[src/rtl/mem_arb_pkg.sv]
// Shared types and constants for the memory port arbiter.
// State encodings, port indices and default sizing.
package mem_arb_pkg;

  typedef enum logic [1:0] {
    ST_IDLE = 2'b00,
    ST_G0   = 2'b01,
    ST_G1   = 2'b10
  } state_t;

  localparam int PORT_FETCH   = 0;
  localparam int PORT_DATA    = 1;
  localparam int DEF_MAX_HOLD = 15;
  localparam int DEF_CNT_W    = 4;

endpackage

[src/rtl/mem_port_arbiter_if.sv]
// Arbiter bus: req0/req1/done in; gnt0/gnt1/sel/start/busy/err out.
// slave = arbiter side, master = requester/memory side.
interface mem_port_arbiter_if;

  logic req0;
  logic req1;
  logic done;
  logic gnt0;
  logic gnt1;
  logic sel;
  logic start;
  logic busy;
  logic err;

  modport slave (
    input  req0, req1, done,
    output gnt0, gnt1, sel, start, busy, err
  );

  modport master (
    output req0, req1, done,
    input  gnt0, gnt1, sel, start, busy, err
  );

endinterface

[src/rtl/arb_hold_cnt.sv]
// Saturating grant-hold counter: clr, en in; tc out.
// tc flags the cycle in which the count would reach MAX_HOLD.
module arb_hold_cnt
  import mem_arb_pkg::*;
#(
  parameter int MAX_HOLD = DEF_MAX_HOLD,
  parameter int CNT_W    = DEF_CNT_W
) (
  input  logic clk,
  input  logic rst_n,
  input  logic clr,
  input  logic en,
  output logic tc
);

  localparam logic [CNT_W-1:0] TC_VAL =
    CNT_W'(MAX_HOLD - 1);
  localparam logic [CNT_W-1:0] CNT_MAX = '1;

  logic [CNT_W-1:0] cnt;

  always_ff @(posedge clk or negedge rst_n) begin
    if (!rst_n) begin
      cnt <= '0;
    end else if (clr) begin
      cnt <= '0;
    end else if (en && (cnt != CNT_MAX)) begin
      cnt <= cnt + CNT_W'(1);
    end
  end

  // Grant cycle MAX_HOLD is the one with cnt == MAX_HOLD-1.
  assign tc = en && (cnt == TC_VAL);

endmodule

[src/rtl/mem_port_arbiter.sv]
// Two-port round-robin arbiter (fetch=0, data=1) for shared memory.
// Ports: clk, rst_n, bus (slave). Macro MEM_ARB_TIMEOUT_EN adds watchdog.
module mem_port_arbiter
  import mem_arb_pkg::*;
#(
  parameter int MAX_HOLD = DEF_MAX_HOLD,
  parameter int CNT_W    = DEF_CNT_W
) (
  input logic              clk,
  input logic              rst_n,
  mem_port_arbiter_if.slave bus
);

  state_t state_q, state_d;
  logic   lru_q, lru_d;
  logic   start_q, start_d;
  logic   cur;
  logic   tc;
  logic   in_gnt;

`ifdef MEM_ARB_TIMEOUT_EN
  logic err_q;
  logic tmo;
`endif

  assign in_gnt = (state_q != ST_IDLE);

  always_comb begin
    state_d = state_q;
    lru_d   = lru_q;
    cur     = (state_q == ST_G1);
`ifdef MEM_ARB_TIMEOUT_EN
    tmo     = 1'b0;
`endif
    unique case (state_q)
      ST_IDLE: begin
        if (bus.req0 && bus.req1) begin
          state_d = lru_q ? ST_G0 : ST_G1;
        end else if (bus.req0) begin
          state_d = ST_G0;
        end else if (bus.req1) begin
          state_d = ST_G1;
        end
      end
      ST_G0, ST_G1: begin
        if (bus.done) begin
          lru_d = cur;
          // Other port first, then re-grant.
          if (cur ? bus.req0 : bus.req1) begin
            state_d = cur ? ST_G0 : ST_G1;
          end else if (cur ? bus.req1 : bus.req0) begin
            state_d = state_q;
          end else begin
            state_d = ST_IDLE;
          end
        end
`ifdef MEM_ARB_TIMEOUT_EN
        else if (tc) begin
          state_d = ST_IDLE;
          lru_d   = cur;
          tmo     = 1'b1;
        end
`endif
      end
      default: state_d = ST_IDLE;
    endcase
    start_d = (state_d != ST_IDLE) &&
              (!in_gnt || bus.done);
  end

  always_ff @(posedge clk or negedge rst_n) begin
    if (!rst_n) begin
      state_q <= ST_IDLE;
      lru_q   <= 1'b1;
      start_q <= 1'b0;
    end else begin
      state_q <= state_d;
      lru_q   <= lru_d;
      start_q <= start_d;
    end
  end

  arb_hold_cnt #(
    .MAX_HOLD (MAX_HOLD),
    .CNT_W    (CNT_W)
  ) u_cnt (
    .clk   (clk),
    .rst_n (rst_n),
    .clr   (start_d),
    .en    (in_gnt),
    .tc    (tc)
  );

`ifdef MEM_ARB_TIMEOUT_EN
  always_ff @(posedge clk or negedge rst_n) begin
    if (!rst_n) begin
      err_q <= 1'b0;
    end else if (tmo) begin
      err_q <= 1'b1;
    end
  end
  assign bus.err = err_q;
`else
  logic unused_tc;
  assign unused_tc = tc;
  assign bus.err   = 1'b0;
`endif

  assign bus.gnt0  = (state_q == ST_G0);
  assign bus.gnt1  = (state_q == ST_G1);
  assign bus.sel   = (state_q == ST_G1);
  assign bus.busy  = in_gnt;
  assign bus.start = start_q;

endmodule
[src/flat_wrapper.sv]
// flat-port wrapper written by rule: the top's interface ports become plain ports
module mem_port_arbiter_flat import mem_arb_pkg::*;
#(
  parameter int MAX_HOLD = DEF_MAX_HOLD,
  parameter int CNT_W    = DEF_CNT_W
)
  (clk, rst_n, bus_req0, bus_req1, bus_done, bus_gnt0, bus_gnt1, bus_sel, bus_start, bus_busy, bus_err);
  mem_port_arbiter_if bus_i ();
  input logic clk;
  input logic rst_n;
  input wire logic [$bits(bus_i.req0)-1:0] bus_req0;
  input wire logic [$bits(bus_i.req1)-1:0] bus_req1;
  input wire logic [$bits(bus_i.done)-1:0] bus_done;
  output wire logic [$bits(bus_i.gnt0)-1:0] bus_gnt0;
  output wire logic [$bits(bus_i.gnt1)-1:0] bus_gnt1;
  output wire logic [$bits(bus_i.sel)-1:0] bus_sel;
  output wire logic [$bits(bus_i.start)-1:0] bus_start;
  output wire logic [$bits(bus_i.busy)-1:0] bus_busy;
  output wire logic [$bits(bus_i.err)-1:0] bus_err;
  assign bus_i.req0 = bus_req0;
  assign bus_i.req1 = bus_req1;
  assign bus_i.done = bus_done;
  assign bus_gnt0 = bus_i.gnt0;
  assign bus_gnt1 = bus_i.gnt1;
  assign bus_sel = bus_i.sel;
  assign bus_start = bus_i.start;
  assign bus_busy = bus_i.busy;
  assign bus_err = bus_i.err;
  mem_port_arbiter #(.MAX_HOLD(MAX_HOLD), .CNT_W(CNT_W)) u_core (.clk(clk), .rst_n(rst_n), .bus(bus_i));
endmodule
[config.mk]
export PLATFORM = sky130hd
export DESIGN_NAME = mem_port_arbiter_flat
export DESIGN_NICKNAME = d
export VERILOG_FILES = /design/src/rtl/mem_arb_pkg.sv /design/src/rtl/mem_port_arbiter_if.sv /design/src/rtl/arb_hold_cnt.sv /design/src/rtl/mem_port_arbiter.sv /design/src/flat_wrapper.sv
export SDC_FILE = /design/constraint.sdc
export NUM_CORES = 1
export LEC_CHECK = 0
export CORE_AREA = 2 2 39 41
export DETAILED_ROUTE_END_ITERATION = 10
export DIE_AREA = 0 0 41 43
export PLACE_DENSITY = 0.52
export SYNTH_ARGS = -nofsm -noshare
export SYNTH_HDL_FRONTEND = slang
export SYNTH_SLANG_ARGS = --single-unit
[constraint.sdc]
create_clock -name clk -period 2.1 [get_ports clk]
set_clock_uncertainty 0.1 [all_clocks]
set_input_delay 0.525 -clock clk [delete_from_list [all_inputs] [get_ports clk]]
set_output_delay 0.525 -clock clk [all_outputs]
set_load 0.005 [all_outputs]
; Yosys cells after proc, flatten, opt, wreduce, memory -nomap -nowiden
; Cells that the tools add are included.
[op_classes]
add_sub_neg = 0
n_mul = 0
div = 0
magnitude_cmp = 0
eq_ne = 2
shift = 0
n_mux = 11
bitwise = 0
reduce_logical = 9
[ops]
columns = op, count
row1 = two-way mux 2 bit, 8
row2 = case mux 2 bit (2 select lines), 1
row3 = nonzero test 2 bit, 2
row4 = "equality test 2 x 1 -> 1 bit, second input constant", 1
row5 = "equality test 2 bit, second input constant", 1
row6 = logical AND 1 bit, 2
row7 = logical NOT 2 bit, 1
row8 = two-way mux 1 bit, 2
row9 = AND reduction 2 bit, 1
row10 = OR reduction 2 bit, 1
row11 = logical NOT 1 bit, 1
row12 = logical OR 1 bit, 1
[word_totals]
reg_bits = 4
latchBits = 0
ramBits = 0
mem_bits_ro = 0
out_inout_bits = 6
elab_cells = 25
mem_count = 0

; Logic depth before layout (Yosys ltp)
[logic_depth]
word_depth = 8
ltp_mapped = 6

; Worst setup path before layout
; Ideal clock, no wire load.
[synth_timing]
kind = register to register
startpoint = register u_core.state_q[0]
endpoint = register u_core.start_q, in the netlist u_core.bus.start
setup_time_ns = 0.077
arrival_time_ns = 1.487
t_required_ns = 1.923
slack_ns = 0.436
path_stages_with_launch = 7
path_buffers = 0
path_cell_list = dfrtp_1 -> inv_1 -> ha_1 -> or3b_1 -> a21oi_2 -> nor3_1 -> a21oi_1
[synth_between]
elab_chain_len = 8
[synth_rtl]
columns = item, line
row1 = "start, declared", mem_port_arbiter.sv:14  ; state_t state_q, state_d;
row2 = "start signal, assigned", mem_port_arbiter.sv:77  ; state_q <= state_d;
row3 = equality test 2 bit (*), -
row4 = via bus_gnt1, flat_wrapper.sv:15  ; output wire logic [$bits(bus_i.gnt1)-1:0] bus_gnt1;
row5 = two-way mux 1 bit, mem_port_arbiter.sv:51  ; end else if (cur ? bus.req1 : bus.req0) begin
row6 = two-way mux 2 bit, mem_port_arbiter.sv:51
row7 = two-way mux 2 bit, mem_port_arbiter.sv:49  ; if (cur ? bus.req0 : bus.req1) begin
row8 = two-way mux 2 bit, mem_port_arbiter.sv:46  ; if (bus.done) begin
row9 = case mux 2 bit (2 select lines) (*), mem_port_arbiter.sv:35  ; unique case (state_q)
row10 = nonzero test 2 bit (*), mem_port_arbiter.sv:67  ; start_d = (state_d != ST_IDLE) &&
row11 = logical AND 1 bit (*), mem_port_arbiter.sv:67
row12 = via u_core.start_d, mem_port_arbiter.sv:16  ; logic start_q, start_d;
row13 = "end signal, assigned", mem_port_arbiter.sv:79  ; start_q <= start_d;
row14 = "end, declared", mem_port_arbiter.sv:16
; Mark *: on every way through the listed nets, which the timed path passes. The rest lies on a longest branch.
; A chain may end at the register's enable or synchronous reset.

; Worst setup path after layout
[layout_timing]
startpoint = register u_core.state_q[1]
endpoint = output bus_busy
[layout_between]
elab_chain_len = 1
[layout_rtl]
columns = item, line
row1 = nonzero test 2 bit, mem_port_arbiter.sv:26  ; assign in_gnt = (state_q != ST_IDLE);
row2 = "end, declared", flat_wrapper.sv:18  ; output wire logic [$bits(bus_i.busy)-1:0] bus_busy;
; No other way between the ends.

==> results.txt <==
clock share of power = 14.1%
DRT antenna net count = 0
Util after Layout = 40.0%
Max Cap Viol = 0
hpwl dp = 622 um
clock buffer depth = 2
WS Path Type = reg2out
Buffers on Ports = 9
sequential power share = 18.2%
Power Dens Cells = 1380 nW/um2
Core Area = 1380 um2
Die X = 41 um
Comb pwr share = 67.7%
RR Endpoint = u_core.state_q[1]
Initial DRC Count = 12
global route overflow = 0
CTS clk-pin slew, worst paths = 0.04 ns
Skew-Pair Late Insertion Delay = 0.24 ns
largest net degree at the start of global routing = 7
Slowest-stage cell, CP = clkdlybuf4s50_1
Fill cells = 148
Req. time, crit path = 1.47 ns
Final Cycle Share = 98.5%
Setup crit end kind = output pin
Final Net Count = 72
Ports = 11
sw power = 0.296 mW
Worst Path Arrival = 1.44 ns
crit path capture = bus_busy
Place WS = 0.104 ns
FP Rows = 14
Yosys reg bits = 4
Final min period = 2.07 ns
R2R depth = 7
mean post-synth cell area = 8.22 um2
final WL = 928 um
Die H = 43 um
setup TNS = 0 ns
drt drc = 0
Sw Share = 38.9%
final slew viol count = 0
Die Area = 1760 um2
Ant. Diodes = 0
overall power = 0.762 mW
f_max = 0.484 GHz
critical path peak fanout = 6
CTS tree = built
first-pass iteration count of the detailed router = 4
area of the mapped netlist = 362 um2
commonest non-fill, non-tap cells in the layout = clkdlybuf4s50_1 (9), buf_4 (6), nor2_1 (4), a21oi_1 (4)
Final Hold Slack = 0.393 ns
post-route setup slack = 0.0319 ns
All-Layer GR Usage = 12.9%
RSZ-0062 raised after global routing = yes
Area Growth Syn to Fin = 52.9%
Synth Net Count = 54
synthesized instance count = 44
WL/cell = 12.1 um
sequential area share after synthesis = 28.0%
Leakage = 0.240 nW
outcome = finished, final reports clean
Setup crit start = u_core.state_q[1]
Vias/cell = 4.94
Hold Path Class = in2async
Yosys warnings = 0
internal power = 0.465 mW
Max VDD drop = 659 uV
vias in the first global route = 351
worst reg-to-reg setup slack = 0.22 ns
Initial Util = 26.1%
Num CTS Buffers = 3
origin of the critical flop-to-flop path = u_core.state_q[1]
Final Hold Fails = 0
initial antenna violation count = 0
type of origin of the critical path = flop
Worst path max stage delay = 0.50 ns
# clock sinks = 4
root buffer cell = clkbuf_4
Routability Congestion = 0.827
Final setup viols = 0
via count = 380
global-route wire length before repair = 1480 um
share of layout cells above drive strength 1 = 27.9%
Yosys cell types = 22
crit-path cells = inv_2, ha_4, inv_1, clkdlybuf4s50_1
most common cell after layout, fill and taps aside = clkdlybuf4s50_1
H-tree depth = 1
## synthesized netlist by cell type
library cell  instances  area share, %
o21ai_1               3            4.2
nand3b_1              1            2.1
o32ai_1               1            2.4
ha_1                  5             17
or3b_1                1            2.4
and4_2                1            2.8
a31oi_1               1            1.7
inv_1                 4            4.2
buf_4                 2            4.2
a21oi_2               1            2.4
or2b_1                1            2.1
nand2_1               3            3.1
nor3_1                1            1.4
nand2b_1              1            1.7
mux2_2                1            3.1
conb_1                1            1.0
dfstp_2               1            7.3
nor2_1                4            4.2
a21oi_1               4            5.5
a211oi_1              1            2.1
o21ai_0               3            4.2
dfrtp_1               3             21
## worst max-delay path: cells and delay by family (launching register included)
kind,cells,cell delay [ns]
fa+ha+maj,1,0.18
flops,1,0.36
buf+inv,3,0.67
## power groups by stage
stage | Sequential, mW | Combinational, mW | Clock, mW
after floorplan | 0.142 | 0.246 | 0
after global placement | 0.141 | 0.426 | 0
after detailed placement | 0.141 | 0.412 | 0
after CTS | 0.137 | 0.464 | 0.114
after global routing | 0.142 | 0.569 | 0.122
final | 0.139 | 0.516 | 0.107
## worst min-delay path by stage
stage / to / slack, ns / depth (start not counted)
floorplan: u_core.bus.start / 0.13 / 0
global placement: u_core.lru_q / 0.52 / 1
detailed placement: u_core.lru_q / 0.52 / 1
CTS: u_core.bus.start / 0.39 / 1
global route: u_core.state_q[0] / 0.39 / 1
finish: u_core.state_q[0] / 0.39 / 1
## cell families (layout without fill, tap and decap cells)
kind of cell,count (synthesis),count (layout),synth area share (%)
DFF,4,4,28.0
buffers and inverters,6,23,8.30
muxes,1,1,3.11
and+or+nand+nor,13,13,19.7
adders and majority gates,5,5,17.3
AOI/OAI and AO/OA,14,14,22.5
other,1,1,1.04
## what timing repair did
action | 4_1_cts | 5_1_grt
hold buffers | 0 | 0
pin swaps | 1 | 0
gates resized for setup | 3 | 3
buffers inserted | 2 | 0
endpoints found under the setup margin | 4 | 3
## routing by layer
layer / track usage (%) / vias up / routed length, um
li1: - / 185 / -
met1: 15.3 / 182 / 420
met2: 19.7 / 13 / 471
met3: 3.14 / 0 / 36
met4: 8.00 / 0 / 0
met5: 0 / - / 0
## stage by stage
stage          area [um2]  instances
5_1_grt               553         77
2_1_floorplan         362         44
6_report              553         77
3_3_place_gp          487         71
3_5_place_dp          487         71
4_1_cts               533         77
## flip-flops by register name, summed over array words and instances, names as in the netlist
name,cells
u_core.state_q,2
u_core.lru_q,1
u_core.bus.start,1
## final cells by class
| class | instances | area, um2 | area share, % |
|---|---|---|---|
| Tap cell | 16 | 20.0 | 3.62 |
| Clock buffer | 4 | 26.3 | 4.75 |
| Multi-Input combinational cell | 34 | 255 | 46.2 |
| Timing Repair Buffer | 15 | 135 | 24.4 |
| Inverter | 4 | 15.0 | 2.71 |
| Sequential cell | 4 | 101 | 18.3 |
(Power assumes the default switching activity.)
